===== src/rtl/alu_arbiter_if.sv =====
// Request/response handshakes and alu-side connections of alu_arbiter.
// slave is the arbiter's view; master is the view of whoever sits around it.
interface alu_arbiter_if #(
   parameter int DATA_WIDTH   = 32,
   parameter int CTRL_WIDTH   = 5,
   parameter int STATUS_WIDTH = 4,
   parameter int SHAMT_WIDTH  = 5
);
   logic [1:0]              reqValid;
   logic [1:0]              reqReady;
   logic [2*DATA_WIDTH-1:0] reqData0;
   logic [2*DATA_WIDTH-1:0] reqData1;
   logic [CTRL_WIDTH-1:0]   reqCtrl0;
   logic [CTRL_WIDTH-1:0]   reqCtrl1;
   logic [SHAMT_WIDTH-1:0]  reqShamt0;
   logic [SHAMT_WIDTH-1:0]  reqShamt1;
   logic [1:0]              respValid;
   logic [1:0]              respReady;
   logic [DATA_WIDTH-1:0]   respData;
   logic [DATA_WIDTH-1:0]   respHi;
   logic [DATA_WIDTH-1:0]   respLo;
   logic [STATUS_WIDTH-1:0] respStatus;
   logic                    busy;
   logic                    aluEn_n;
   logic [2*DATA_WIDTH-1:0] aluDataIn;
   logic [CTRL_WIDTH-1:0]   aluCtrl;
   logic [SHAMT_WIDTH-1:0]  aluShamt;
   logic [DATA_WIDTH-1:0]   aluDataOut;
   logic [DATA_WIDTH-1:0]   aluHi;
   logic [DATA_WIDTH-1:0]   aluLo;
   logic [STATUS_WIDTH-1:0] aluStatus;

   modport slave (
      input  reqValid, reqData0, reqData1, reqCtrl0, reqCtrl1, reqShamt0, reqShamt1,
      input  respReady,
      input  aluDataOut, aluHi, aluLo, aluStatus,
      output reqReady, respValid, respData, respHi, respLo, respStatus, busy,
      output aluEn_n, aluDataIn, aluCtrl, aluShamt
   );

   modport master (
      output reqValid, reqData0, reqData1, reqCtrl0, reqCtrl1, reqShamt0, reqShamt1,
      output respReady,
      output aluDataOut, aluHi, aluLo, aluStatus,
      input  reqReady, respValid, respData, respHi, respLo, respStatus, busy,
      input  aluEn_n, aluDataIn, aluCtrl, aluShamt
   );
endinterface


===== src/rtl/alu_arbiter.sv =====
// Shares one alu between two requesters: round-robin grant, issue, wait a
// fixed alu latency, capture the result and hand it back to the winner.
//
// state | meaning
// IDLE  | no operation in flight; grant a requester when any is valid
// ISSUE | operands on the alu, en_n low, latency counter loaded
// WAIT  | en_n held low for ALU_LATENCY cycles; capture alu outputs on the last
// RESP  | result presented to the winner until it accepts
module alu_arbiter #(
   parameter int DATA_WIDTH   = 32,
   parameter int CTRL_WIDTH   = 5,
   parameter int STATUS_WIDTH = 4,
   parameter int SHAMT_WIDTH  = 5,
   parameter int ALU_LATENCY  = 1
) (
   input logic          clk,
   input logic          rst,
   alu_arbiter_if.slave bus
);
   typedef enum logic [1:0] {
      IDLE  = 2'd0,
      ISSUE = 2'd1,
      WAIT  = 2'd2,
      RESP  = 2'd3
   } state_t;

   localparam logic [3:0] LAT_CNT = 4'(ALU_LATENCY);

   state_t     state;
   logic       rr_ptr;
   logic       gnt_id;
   logic [3:0] cnt;
   logic [1:0] arb;
   logic [1:0] gnt;

   // Pick a winner among valid requesters; rr_ptr only matters on contention
   always_comb begin
      arb = 2'b00;
      case (bus.reqValid)
         2'b01:   arb = 2'b01;
         2'b10:   arb = 2'b10;
         2'b11:   arb = rr_ptr ? 2'b10 : 2'b01;
         default: arb = 2'b00;
      endcase
   end

   // Ready is suppressed while rst is high so nothing is accepted into a reset
   assign gnt          = (state == IDLE && !rst) ? arb : 2'b00;
   assign bus.reqReady = gnt;
   assign bus.busy     = (state != IDLE);

   // Sequencer: grant, issue, count down the alu latency, return the result
   always_ff @(posedge clk) begin
      if (rst) begin
         state          <= IDLE;
         rr_ptr         <= 1'b0;
         gnt_id         <= 1'b0;
         cnt            <= 4'd0;
         bus.respValid  <= 2'b00;
         bus.aluEn_n    <= 1'b1;
         bus.aluDataIn  <= {(2*DATA_WIDTH){1'b0}};
         bus.aluCtrl    <= {CTRL_WIDTH{1'b0}};
         bus.aluShamt   <= {SHAMT_WIDTH{1'b0}};
         bus.respData   <= {DATA_WIDTH{1'b0}};
         bus.respHi     <= {DATA_WIDTH{1'b0}};
         bus.respLo     <= {DATA_WIDTH{1'b0}};
         bus.respStatus <= {STATUS_WIDTH{1'b0}};
      end else begin
         case (state)
            IDLE: begin
               if (gnt != 2'b00) begin
                  // The alu input registers double as the request latch
                  gnt_id      <= gnt[1];
                  bus.aluDataIn <= gnt[1] ? bus.reqData1  : bus.reqData0;
                  bus.aluCtrl   <= gnt[1] ? bus.reqCtrl1  : bus.reqCtrl0;
                  bus.aluShamt  <= gnt[1] ? bus.reqShamt1 : bus.reqShamt0;
                  bus.aluEn_n <= 1'b0;
                  state       <= ISSUE;
               end
            end
            ISSUE: begin
               cnt   <= LAT_CNT;
               state <= WAIT;
            end
            WAIT: begin
               cnt <= cnt - 4'd1;
               if (cnt == 4'd1) begin
                  bus.respData   <= bus.aluDataOut;
                  bus.respHi     <= bus.aluHi;
                  bus.respLo     <= bus.aluLo;
                  bus.respStatus <= bus.aluStatus;
                  bus.respValid  <= gnt_id ? 2'b10 : 2'b01;
                  bus.aluEn_n    <= 1'b1;
                  state          <= RESP;
               end
            end
            RESP: begin
               // respReady of the other requester cannot complete this
               if ((bus.respValid & bus.respReady) != 2'b00) begin
                  rr_ptr        <= ~gnt_id;
                  bus.respValid <= 2'b00;
                  state         <= IDLE;
               end
            end
            default: state <= IDLE;
         endcase
      end
   end
endmodule


===== src/flat_wrapper.sv =====
// flat-port wrapper written by rule: the top's interface ports become plain ports
module alu_arbiter_flat 
#(
   parameter int DATA_WIDTH   = 32,
   parameter int CTRL_WIDTH   = 5,
   parameter int STATUS_WIDTH = 4,
   parameter int SHAMT_WIDTH  = 5,
   parameter int ALU_LATENCY  = 1
)
  (clk, rst, bus_reqValid, bus_reqData0, bus_reqData1, bus_reqCtrl0, bus_reqCtrl1, bus_reqShamt0, bus_reqShamt1, bus_respReady, bus_aluDataOut, bus_aluHi, bus_aluLo, bus_aluStatus, bus_reqReady, bus_respValid, bus_respData, bus_respHi, bus_respLo, bus_respStatus, bus_busy, bus_aluEn_n, bus_aluDataIn, bus_aluCtrl, bus_aluShamt);
  alu_arbiter_if #(.DATA_WIDTH(DATA_WIDTH), .CTRL_WIDTH(CTRL_WIDTH), .STATUS_WIDTH(STATUS_WIDTH), .SHAMT_WIDTH(SHAMT_WIDTH)) bus_i ();
  input logic clk;
  input logic rst;
  input wire logic [$bits(bus_i.reqValid)-1:0] bus_reqValid;
  input wire logic [$bits(bus_i.reqData0)-1:0] bus_reqData0;
  input wire logic [$bits(bus_i.reqData1)-1:0] bus_reqData1;
  input wire logic [$bits(bus_i.reqCtrl0)-1:0] bus_reqCtrl0;
  input wire logic [$bits(bus_i.reqCtrl1)-1:0] bus_reqCtrl1;
  input wire logic [$bits(bus_i.reqShamt0)-1:0] bus_reqShamt0;
  input wire logic [$bits(bus_i.reqShamt1)-1:0] bus_reqShamt1;
  input wire logic [$bits(bus_i.respReady)-1:0] bus_respReady;
  input wire logic [$bits(bus_i.aluDataOut)-1:0] bus_aluDataOut;
  input wire logic [$bits(bus_i.aluHi)-1:0] bus_aluHi;
  input wire logic [$bits(bus_i.aluLo)-1:0] bus_aluLo;
  input wire logic [$bits(bus_i.aluStatus)-1:0] bus_aluStatus;
  output wire logic [$bits(bus_i.reqReady)-1:0] bus_reqReady;
  output wire logic [$bits(bus_i.respValid)-1:0] bus_respValid;
  output wire logic [$bits(bus_i.respData)-1:0] bus_respData;
  output wire logic [$bits(bus_i.respHi)-1:0] bus_respHi;
  output wire logic [$bits(bus_i.respLo)-1:0] bus_respLo;
  output wire logic [$bits(bus_i.respStatus)-1:0] bus_respStatus;
  output wire logic [$bits(bus_i.busy)-1:0] bus_busy;
  output wire logic [$bits(bus_i.aluEn_n)-1:0] bus_aluEn_n;
  output wire logic [$bits(bus_i.aluDataIn)-1:0] bus_aluDataIn;
  output wire logic [$bits(bus_i.aluCtrl)-1:0] bus_aluCtrl;
  output wire logic [$bits(bus_i.aluShamt)-1:0] bus_aluShamt;
  assign bus_i.reqValid = bus_reqValid;
  assign bus_i.reqData0 = bus_reqData0;
  assign bus_i.reqData1 = bus_reqData1;
  assign bus_i.reqCtrl0 = bus_reqCtrl0;
  assign bus_i.reqCtrl1 = bus_reqCtrl1;
  assign bus_i.reqShamt0 = bus_reqShamt0;
  assign bus_i.reqShamt1 = bus_reqShamt1;
  assign bus_i.respReady = bus_respReady;
  assign bus_i.aluDataOut = bus_aluDataOut;
  assign bus_i.aluHi = bus_aluHi;
  assign bus_i.aluLo = bus_aluLo;
  assign bus_i.aluStatus = bus_aluStatus;
  assign bus_reqReady = bus_i.reqReady;
  assign bus_respValid = bus_i.respValid;
  assign bus_respData = bus_i.respData;
  assign bus_respHi = bus_i.respHi;
  assign bus_respLo = bus_i.respLo;
  assign bus_respStatus = bus_i.respStatus;
  assign bus_busy = bus_i.busy;
  assign bus_aluEn_n = bus_i.aluEn_n;
  assign bus_aluDataIn = bus_i.aluDataIn;
  assign bus_aluCtrl = bus_i.aluCtrl;
  assign bus_aluShamt = bus_i.aluShamt;
  alu_arbiter #(.DATA_WIDTH(DATA_WIDTH), .CTRL_WIDTH(CTRL_WIDTH), .STATUS_WIDTH(STATUS_WIDTH), .SHAMT_WIDTH(SHAMT_WIDTH), .ALU_LATENCY(ALU_LATENCY)) u_core (.clk(clk), .rst(rst), .bus(bus_i));
endmodule

===== config.mk =====
export PLATFORM = sky130hd
export DESIGN_NAME = alu_arbiter_flat
export DESIGN_NICKNAME = d
export VERILOG_FILES = /design/src/rtl/alu_arbiter_if.sv /design/src/rtl/alu_arbiter.sv /design/src/flat_wrapper.sv
export SDC_FILE = /design/constraint.sdc
export NUM_CORES = 1
export LEC_CHECK = 0
export ABC_CLOCK_PERIOD_IN_PS = 3100
export CAP_MARGIN = 20
export CORE_AREA = 10 10 175 161
export DETAILED_ROUTE_END_ITERATION = 10
export DIE_AREA = 0 0 185 171
export GPL_ROUTABILITY_DRIVEN = 0
export GPL_TIMING_DRIVEN = 0
export PLACE_DENSITY = 0.72
export SLEW_MARGIN = 20
export SYNTH_ARGS = -nofsm -noshare
export SYNTH_HDL_FRONTEND = slang
export SYNTH_SLANG_ARGS = --single-unit

===== constraint.sdc =====
create_clock -name clk -period 3.1 [get_ports clk]
set_clock_uncertainty 0.05 [all_clocks]
set_input_delay 0.465 -clock clk [delete_from_list [all_inputs] [get_ports clk]]
set_output_delay 0.465 -clock clk [all_outputs]
set_load 0.01 [all_outputs]

# Word level (Yosys, flattened, before mapping)

Index checks and enable logic that the tools add are counted.

Reductions and logical operators: 15
Add/subtract/negate cells: 1
Mux-type cells: 17
Bitwise gates (word level): 2
Equality and inequality tests: 10

Operators by type and width:

| cell                | count |
|---|---|
| $mux 64             | 1 |
| $mux 2              | 7 |
| $reduce_bool 2->1   | 6 |
| $mux 5              | 2 |
| $reduce_and 3->1    | 3 |
| $eq 2x2->1 const B  | 4 |
| $pmux 2 s4          | 1 |
| $pmux 4 s2          | 1 |
| $pmux 2 s3          | 1 |
| $reduce_and 2->1    | 3 |
| $eq 2x1->1 const B  | 2 |
| $eq 4x1->1 const B  | 1 |
| $ne 2x1->1 const B  | 2 |
| $pmux 2 s2          | 1 |
| $sub 4x1->4 const B | 1 |
| $and 2x2->2         | 1 |
| $logic_not 2->1     | 1 |
| $mux 1              | 2 |
| $ne 2x2->1 const B  | 1 |
| $pmux 1 s2          | 1 |
| $logic_and 1x1->1   | 1 |
| $logic_not 1->1     | 1 |
| $not 1->1           | 1 |

Word-level logic and storage cells: 58
Output and inout bits: 180
Bits in registers: 185
Input port bits: 254

# Logic depth before layout (Yosys ltp)

Gate-level depths: netlist of the first run.

Depth after elaboration: 6
Depth in mapped cells: 8
Gate-level depth less buffers: 6

# Worst setup path before layout of the first run

OpenSTA, ideal clock, no wires.

Path kind: register to output
Start point: register u_core.state[0]
End point: output port bus_reqReady[1]
Data arrival time: 1.409 ns
Stages on the path, launching flop included: 8
Data required time: 2.585 ns
Path slack: 1.176 ns
Buffers on the path: 2
Cells stage by stage: dfxtp_1 -> inv_1 -> ha_1 -> nor2b_1 -> nand3_1 -> buf_4 -> buf_4 -> inv_1

Word-level cells in the longest chain between the ends: 3

RTL lines:

| what                   | line               | RTL |
|---|---|---|
| from (decl)            | alu_arbiter.sv:29  | `state_t state;` |
| from (signal assigned) | alu_arbiter.sv:55  | `state <= IDLE;` |
| from (signal assigned) | alu_arbiter.sv:78  | `state <= ISSUE;` |
| from (signal assigned) | alu_arbiter.sv:83  | `state <= WAIT;` |
| $logic_not 2->1        | alu_arbiter.sv:48  | `assign gnt = (state == IDLE && !rst) ? arb : 2'b00;` |
| $logic_and 1x1->1      | alu_arbiter.sv:48  |  |
| $mux 2                 | alu_arbiter.sv:48  |  |
| to (decl)              | flat_wrapper.sv:26 | `output wire logic [$bits(bus_i.reqReady)-1:0] bus_reqReady;` |

No other way between the ends.

# Worst setup path after layout of the first run

Ends and elaborated chain as after synthesis.

==> summary.md, run 1 <==
The flow ran to the end, and the final reports show no timing, DRC or antenna violations. The hold violation total from the final report was 0; the overall fraction of global-route tracks in use was 18.5%. For the worst flop-to-flop path, the logic depth is 8. The antenna cell count was 0; the slew of the pin with the lowest slew margin was 829 ps.

Critical setup path kind: reg2out. The count of buffers from port buffering was 432; the sequential share of power was 38.9%. Timing would allow up to 341 MHz.

The logs give 185 for the clock sink total and 167 ps for the least setup slack across all paths after layout. After global routing, the most crowded layer is met2. The share of the synthesized area in compound gates (AO/OA/AOI/OAI) came out at 16.5%.

The synthesized area is 0.00724 mm^2. The latest clock arrival within the worst-skew pair was 410 ps; the total iterations of the first detailed-routing run was 4. The tools report the maximum root-to-sink buffer count as 2. The via count of the first global-routing pass came out at 7,620.

The routed design has 30,700 um of wire. After Yosys synthesis, XOR and XNOR cells account for 0% of the synthesized area. The core region is 0.0246 mm^2. The run gives 25,000 um as the placed wire-length estimate.

The tools report the non-filler instance count after layout as 1,617. The library cells used most frequently in the layout, excluding fill and tap cells, are sky130_fd_sc_hd__clkdlybuf4s50_1 (432), sky130_fd_sc_hd__nand2_1 (203), sky130_fd_sc_hd__dfxtp_1 (185). The share of synthesized cell area in full adder, half adder and majority cells is 1.04%. Counting flops and latches in the post-synthesis netlist gives 185. At the end of the flow, the number of nets in the layout was 1,551. The cell area power density is 588 mW/mm^2. The die is 185 um wide.

Synthesis instantiated 30 different standard cells from the library. In this run the remaining antenna-violating nets after routing total 0. Number of standard cells after synthesis: 840. The tightest min-delay check is of the in2reg type. The total of warnings raised by yosys was 0.

The dominant combinational cell family by area after synthesis was compound AO/OA/AOI/OAI gates. For the worst setup path, the data required time is 2580 ps. Global routing consumed, on the met1 layer, 20.5% of the routing resources.

Of all flip-flops after synthesis, the portion carrying an async set or reset was 0%. After detailed routing, the average wire length per cell comes to 19.0 um. TritonCTS built the clock tree. Sequential cells were found to cover 51.2% of the synthesized design area. Initial antenna violation count: 1. The number of setup buffers added after CTS is 0.

The critical path capture point type is an output port. Headroom to the max-slew limit came out at 44.7%. The average size of a mapped cell came out at 8.62 um^2. At the worst endpoint, the arrival time is 2420 ps.

The detailed router finished its first iteration with 314 violations. The synthesis-to-layout area growth is 73.5%, and the pin count of the biggest net entering global routing is 19. The count of H-tree levels built during CTS was 4; the pre-CTS setup slack was 294 ps. The clock network burns 29.2% of the power.

Of all nets on the critical path, the largest fanout is 10. Area share of and/or/nand/nor cells after synthesis: 16.2%. The tools report the category of the worst setup path launch point as a flip-flop.

The ratio of final minimum period to clock period came out at 94.6%. Setup violations remaining at the end of the flow were counted as 0. The most common cell after layout, fill and taps aside was sky130_fd_sc_hd__clkdlybuf4s50_1.

The tools report the die area as 0.0316 mm^2. The predominant post-synthesis flop cell is sky130_fd_sc_hd__dfxtp_1. The first global-routing pass estimated 44,800 um of wire. The number of hold buffers added after CTS was 0; the y dimension of the die was 171 um. Summing over every cut layer, the via total after detailed routing is 7,548. The tools report the buffer cell driving the clock tree root as sky130_fd_sc_hd__clkbuf_16.

The fraction of final layout cells sized beyond drive strength 1 is 4.75%, and the number of remaining DRC errors is 0. After global routing the overflow that remains totals 0. The number of clock buffers added by TritonCTS is 17.

The number of top-level design ports was 434. The analysis attributes to net switching a power of 2360 uW. Row generation in the floorplan step produced 55 rows.

For this design the static power due to leakage is 0.00483 uW. The maximum ir drop on the vdd rail was 348 uV. After layout, the minimum clock period comes to 2930 ps.

The total nets after synthesis was 1,100; the internal power of the cells was 5030 uW. The max capacitance violation total came out at 0. The count of final max-slew check failures was 0.

The placed instance count is 1,585, and the initial core utilization is 29.4%. The count of fill cells added during filler insertion was 2,378. The met2 layer usage reported by global route is 32.4%.

For the met3 track demand over resource in global routing, the log shows 7.04%. After detailed routing, the number of vias per cell comes to 4.67. The share of power burned in combinational logic is 31.9%, and the switching share of total power is 31.9%. The number of enable-type register cells in the synthesized netlist is 0, and the proportion of synthesized area in mux cells is 10.4%. After clock tree synthesis, the clock-pin slew on the worst setup and hold paths is 70 ps.

The worst hold path was traced through 3 stages.
==> power groups by stage <==
stage	registers (uW)	clock network, uW	logic (uW)
2_1_floorplan	3050	0	920
3_3_place_gp	2910	0	2330
3_5_place_dp	2920	0	2350
4_1_cts	2870	2220	2360
5_1_grt	2910	2320	2560
6_report	2870	2160	2360
==> area by class of cell <==
class	count	area, um^2	share of cell area (%)
Timing Repair Buffer	432	4320	34.4
Sequential cell	185	3700	29.5
Multi-Input combinational cell	577	3220	25.6
Clock buffer	20	457	3.64
Tap cell	313	392	3.12
Buffer	70	313	2.49
Clock inverter	12	124	0.986
Inverter	8	30.0	0.239
==> flip-flops by register name (all words and copies together) (netlist names), 4 cells and up <==
| signal | count |
|---|---|
| u_core.bus.respLo | 32 |
| u_core.cnt | 4 |
| u_core.bus.aluCtrl | 5 |
| u_core.bus.aluShamt | 5 |
| u_core.bus.respStatus | 4 |
| u_core.bus.aluDataIn | 64 |
| u_core.bus.respHi | 32 |
| u_core.bus.respData | 32 |
==> path summary, 6_finish.rpt <==
path	from	end	slack, ps
max	u_core.state[0]$_SDFFE_PP0P_	bus_reqReady[1]	170
min	rst	u_core.gnt_id$_SDFFE_PP0P_	350
max reg2reg	u_core.state[0]$_SDFFE_PP0P_	u_core.bus.respLo[19]$_SDFFE_PP0P_	740
min reg2reg	u_core.bus.respData[5]$_SDFFE_PP0P_	u_core.bus.respData[5]$_SDFFE_PP0P_	400
==> per-layer routing <==
layer | up-vias | wire [um]
met5 | - | 13
li1 | 3751 | -
met3 | 34 | 2810
met1 | 3488 | 12300
met2 | 273 | 15100
met4 | 2 | 510
==> synthesized netlist by cell type (5+ instances only) <==
| master | count | area share [%] |
|---|---|---|
| sky130_fd_sc_hd__buf_2 | 22 | 1.5 |
| sky130_fd_sc_hd__a211oi_1 | 76 | 7.9 |
| sky130_fd_sc_hd__dfxtp_1 | 185 | 51 |
| sky130_fd_sc_hd__buf_4 | 5 | 0.52 |
| sky130_fd_sc_hd__inv_1 | 8 | 0.41 |
| sky130_fd_sc_hd__o21ai_0 | 5 | 0.35 |
| sky130_fd_sc_hd__mux2i_1 | 75 | 10 |
| sky130_fd_sc_hd__a21oi_1 | 104 | 7.2 |
| sky130_fd_sc_hd__clkbuf_1 | 42 | 2.2 |
| sky130_fd_sc_hd__ha_1 | 6 | 1.0 |
| sky130_fd_sc_hd__nand2_1 | 203 | 11 |
| sky130_fd_sc_hd__nor2_1 | 83 | 4.3 |
==> cell families after synthesis <==
logic type               count (synthesis)
AO/OA/AOI/OAI                          195
adder cells (fa/ha/maj)                  6
buffers and inverters                   78
flip-flops                             185
multiplexers                            75
AND/OR/NAND/NOR                        301
==> worst max-delay path: stages (launching register included) <==
cell                              delay (ps)
sky130_fd_sc_hd__dfxtp_1                 330
sky130_fd_sc_hd__inv_1                   140
sky130_fd_sc_hd__ha_4                    190
sky130_fd_sc_hd__nor2b_2                 210
sky130_fd_sc_hd__nand3_2                 140
sky130_fd_sc_hd__buf_6                   180
sky130_fd_sc_hd__buf_4                   210
sky130_fd_sc_hd__inv_1                    70
sky130_fd_sc_hd__clkdlybuf4s50_1         530
==> through the flow <==
| step | cell area [um^2] | TNS (ps) | util, % | power (uW) | hold slack [ps] |
|---|---|---|---|---|---|
| after global routing | 12600 | -1.60 | 51.0 | 7780 | 363 |
| final | 12600 | 0 | 51.0 | 7380 | 354 |
| after CTS | 12500 | 0 | 50.9 | 7450 | 334 |
| after floorplan | 7240 | 0 | - | 3970 | 394 |
| after detailed placement | 12000 | 0 | 48.5 | 5270 | 396 |
| after global placement | 12000 | 0 | 48.5 | 5230 | 391 |
==> repair_timing <==
item,CTS,global route
setup endpoints to repair,1,1
endpoints found under the hold margin,0,0
cloned,0,0
resized for setup,2,3
pin swaps,0,0
(Power assumes the default switching activity.)
==> run 2, diff against run 1 <==
Settings changed: ABC_CLOCK_PERIOD_IN_PS 3100 to not set.
==> results of run 2 <==
Final layout, timing and power as in run 1 (identical DEF).
==> run 3, diff against run 2 <==
Settings changed: DONT_BUFFER_PORTS set to 1, PLACE_DENSITY 0.72 to 0.49, SLEW_MARGIN 20 to not set.
==> summary.md, run 3 (synthesis results as in run 1) <==
The data required time of the critical path came out at 2580 ps (about the same). The number of gates on the worst path with buffers counted is 7 (-1). Initial core utilization: 29.4% (unchanged).

The worst setup path is launched from a flip-flop. The clock-pin transition on the worst setup and hold timing paths is 80 ps (about the same), and the maximum root-to-sink buffer count is 2 (unchanged). For the number of gates given a new drive strength after cts, the log shows 0 (-2). The total core area was 0.0246 mm^2 (unchanged).

Leaving out fill and tap cells, the most frequent cells in the layout are sky130_fd_sc_hd__nand2_1 (203), sky130_fd_sc_hd__dfxtp_1 (185), sky130_fd_sc_hd__a21oi_1 (104). Count of nets left with antenna violations after detail routing: 0 (unchanged). Setup repair after global routing left no endpoint under its margin. Among all stages on the critical path, the largest delay is contributed by sky130_fd_sc_hd__dfxtp_1. TritonCTS built the clock tree. Grouping stages by cell kind, the critical path spends the most delay in buffers and inverters. The utilization after layout was 33.3% (-18 points).

The logs give 0 (unchanged) for the hold violation total from the final report and 434 (unchanged) for the number of top-level design ports. For the switching power, the log shows 2200 uW (-6.7%). Number of nets in the final layout: 1,119 (-28%).

The data arrival time of the worst path is 2200 ps (-220 ps), and the antenna cell count is 0 (unchanged). STA classifies the critical path endpoint as an output port. The min-delay analysis places its worst path in the category in2reg.

The count of final max-slew check failures was 0 (unchanged); the latest clock arrival within the worst-skew pair was 420 ps (about the same). The critical path in this run is classified as reg2out. The cell area power density is 791 mW/mm^2 (+35%), and the pin count of the biggest net entering global routing is 18 (-1).

Via count of the first global-routing pass: 5,892 (-23%). The number of cells on the worst hold path was 2 (-1); the part of the total power dissipated in the clock network was 33.7% (+4.5 points). The tools report the number of post-CTS setup repair buffers as 0 (unchanged). The switching share of total power works out to 33.8% (+1.9 points). The detailed-route wire length per cell is 22.9 um (+20%). The via total after detailed routing was 5,889 (-22%); the worst reg2reg path depth was 8 (unchanged). The run gives 306 uV (-12%) as the maximum ir drop on the vdd rail. The total length of routed wires is 27,100 um (-12%). Die boundary width: 185 um (unchanged). The die area came out at 0.0316 mm^2 (unchanged). For the initial antenna violation count, the log shows 0 (-1).

The synthesis-to-layout area growth is 13.4%. The fraction of final layout cells sized beyond drive strength 1 was 6.65% (+1.9 points); the normalized max-slew margin was 49.6% (+4.8 points). The largest register by flop count was u_core.bus.aluDataIn.

Number of hold buffers added after CTS: 0 (unchanged). The run gives 369 MHz (+8.1%) as the fmax. The slew of the pin with the lowest slew margin is 757 ps (-72.4 ps).

CTS placed an instance of sky130_fd_sc_hd__clkbuf_16 at the clock tree root. The ratio of final minimum period to clock period works out to 87.5% (-7.1 points). The number of rows in the core area is 55 (unchanged), and the max capacitance violation total is 0 (unchanged). For the first-pass GRT wire length, the log shows 38,800 um (-13%).

The logs give 0 (unchanged) for the final global-route overflow total and 4 (unchanged) for the count of H-tree levels built during CTS. The overall fraction of global-route tracks in use was 16.1% (-2.4 points). The number of flip-flops in the largest register works out to 64 (unchanged). Delay of the slowest critical-path stage: 340 ps (-190 ps).

The run gives 279 (-11%) as the starting DRC count in detailed routing. The worst-path maximum fanout came out at 10 (unchanged). The cell leakage power was 0.00320 uW (-34%); the final sum of negative setup slack was 0 ps (unchanged). The average via count per standard cell was 4.97 (+6.5%); the total iterations of the first detailed-routing run was 6 (+2). The tools report the number of remaining DRC errors as 0 (unchanged).

The run finished with clean final reports. The combined buffer and inverter count along the critical path works out to 4 (-1). The post-route minimum period was 2710 ps (-219 ps). The signal on the critical path passes through inv_1, ha_1, nor2b_1, nand3_1, buf_4, buf_4, inv_1.

The internal power of the cells came out at 4300 uW (-14%). The worst hold slack was 115 ps (-239 ps); the placed wire-length estimate was 21,700 um (-13%). Count of buffers from port buffering: 0 (-100%).

Final setup violation count: 0 (unchanged). The clock buffer count from CTS was 17 (unchanged); the share of power burned in combinational logic was 18.0% (-14 points). The clock sink total came out at 185 (unchanged).

The sequential share of power was 48.3% (+9.4 points); the y dimension of the die was 171 um (unchanged). The library cell used most frequently in the layout, excluding fill and tap cells, is sky130_fd_sc_hd__nand2_1.
==> run 3: cell count changes in the layout (fill, tap and decap cells not counted), sizes merged <==
cell           change
clkinvlp           +2
inv                -2
bufinv             +1
clkinv             -1
clkdlybuf4s50    -432
==> run 3: worst register-to-register path, stage by stage (launching register included) <==
cell	delay [ps]
sky130_fd_sc_hd__dfxtp_1	370
sky130_fd_sc_hd__inv_1	100
sky130_fd_sc_hd__ha_1	210
sky130_fd_sc_hd__nand4bb_1	90
sky130_fd_sc_hd__clkbuf_1	260
sky130_fd_sc_hd__clkbuf_1	560
sky130_fd_sc_hd__clkbuf_1	460
sky130_fd_sc_hd__nand2_1	100
sky130_fd_sc_hd__a21oi_1	160
==> run 3: metal layers <==
| metal | part of all wire [%] | wire length, um | GRT usage [%] | vias to the layer above |
|---|---|---|---|---|
| met5 | 0 | 0 | 0 | - |
| met4 | 0.90 | 243 | 3.39 | 0 |
| met3 | 11 | 2970 | 7.32 | 12 |
| met2 | 49 | 13300 | 26.8 | 246 |
| met1 | 39 | 10600 | 18.6 | 2741 |
| li1 | - | - | - | 2890 |
==> run 3: path summary, 6_finish.rpt <==
| kind | start | endpoint | slack, ps |
|---|---|---|---|
| worst min-delay path | bus_aluLo[6] | u_core.bus.respLo[6]$_SDFFE_PP0P_ | 120 |
| worst max register to register | u_core.state[0]$_SDFFE_PP0P_ | u_core.bus.respData[26]$_SDFFE_PP0P_ | 680 |
| worst min register to register | u_core.cnt[3]$_SDFFE_PP0P_ | u_core.cnt[3]$_SDFFE_PP0P_ | 440 |
| worst max-delay path | u_core.state[0]$_SDFFE_PP0P_ | bus_reqReady[1] | 390 |
==> run 3: area by class of cell <==
type | instances | area [um^2]
Sequential cell | 185 | 3700
Buffer | 70 | 309
Clock buffer | 20 | 447
Inverter | 8 | 30.0
Tap cell | 313 | 392
Multi-Input combinational cell | 577 | 3200
Fill cell | 2668 | 16400
Clock inverter | 12 | 135
==> run 3: stage by stage <==
stage               total power, uW  std cells  worst slack [ps]  instance area, um^2
floorplan                      3970        840              1180                 7240
global route                   6890       1185               184                 8210
CTS                            6610       1185               328                 8210
global placement               4370       1153               689                 7630
finish                         6500       1185               387                 8210
detailed placement             4380       1153               676                 7630
==> run 3: power groups by stage <==
stage	combinational (uW)	sequential (uW)	clock (uW)
floorplan	920	3050	0
global route	1340	3180	2370
detailed placement	1180	3200	0
finish	1170	3140	2190
CTS	1180	3150	2280
global placement	1160	3200	0
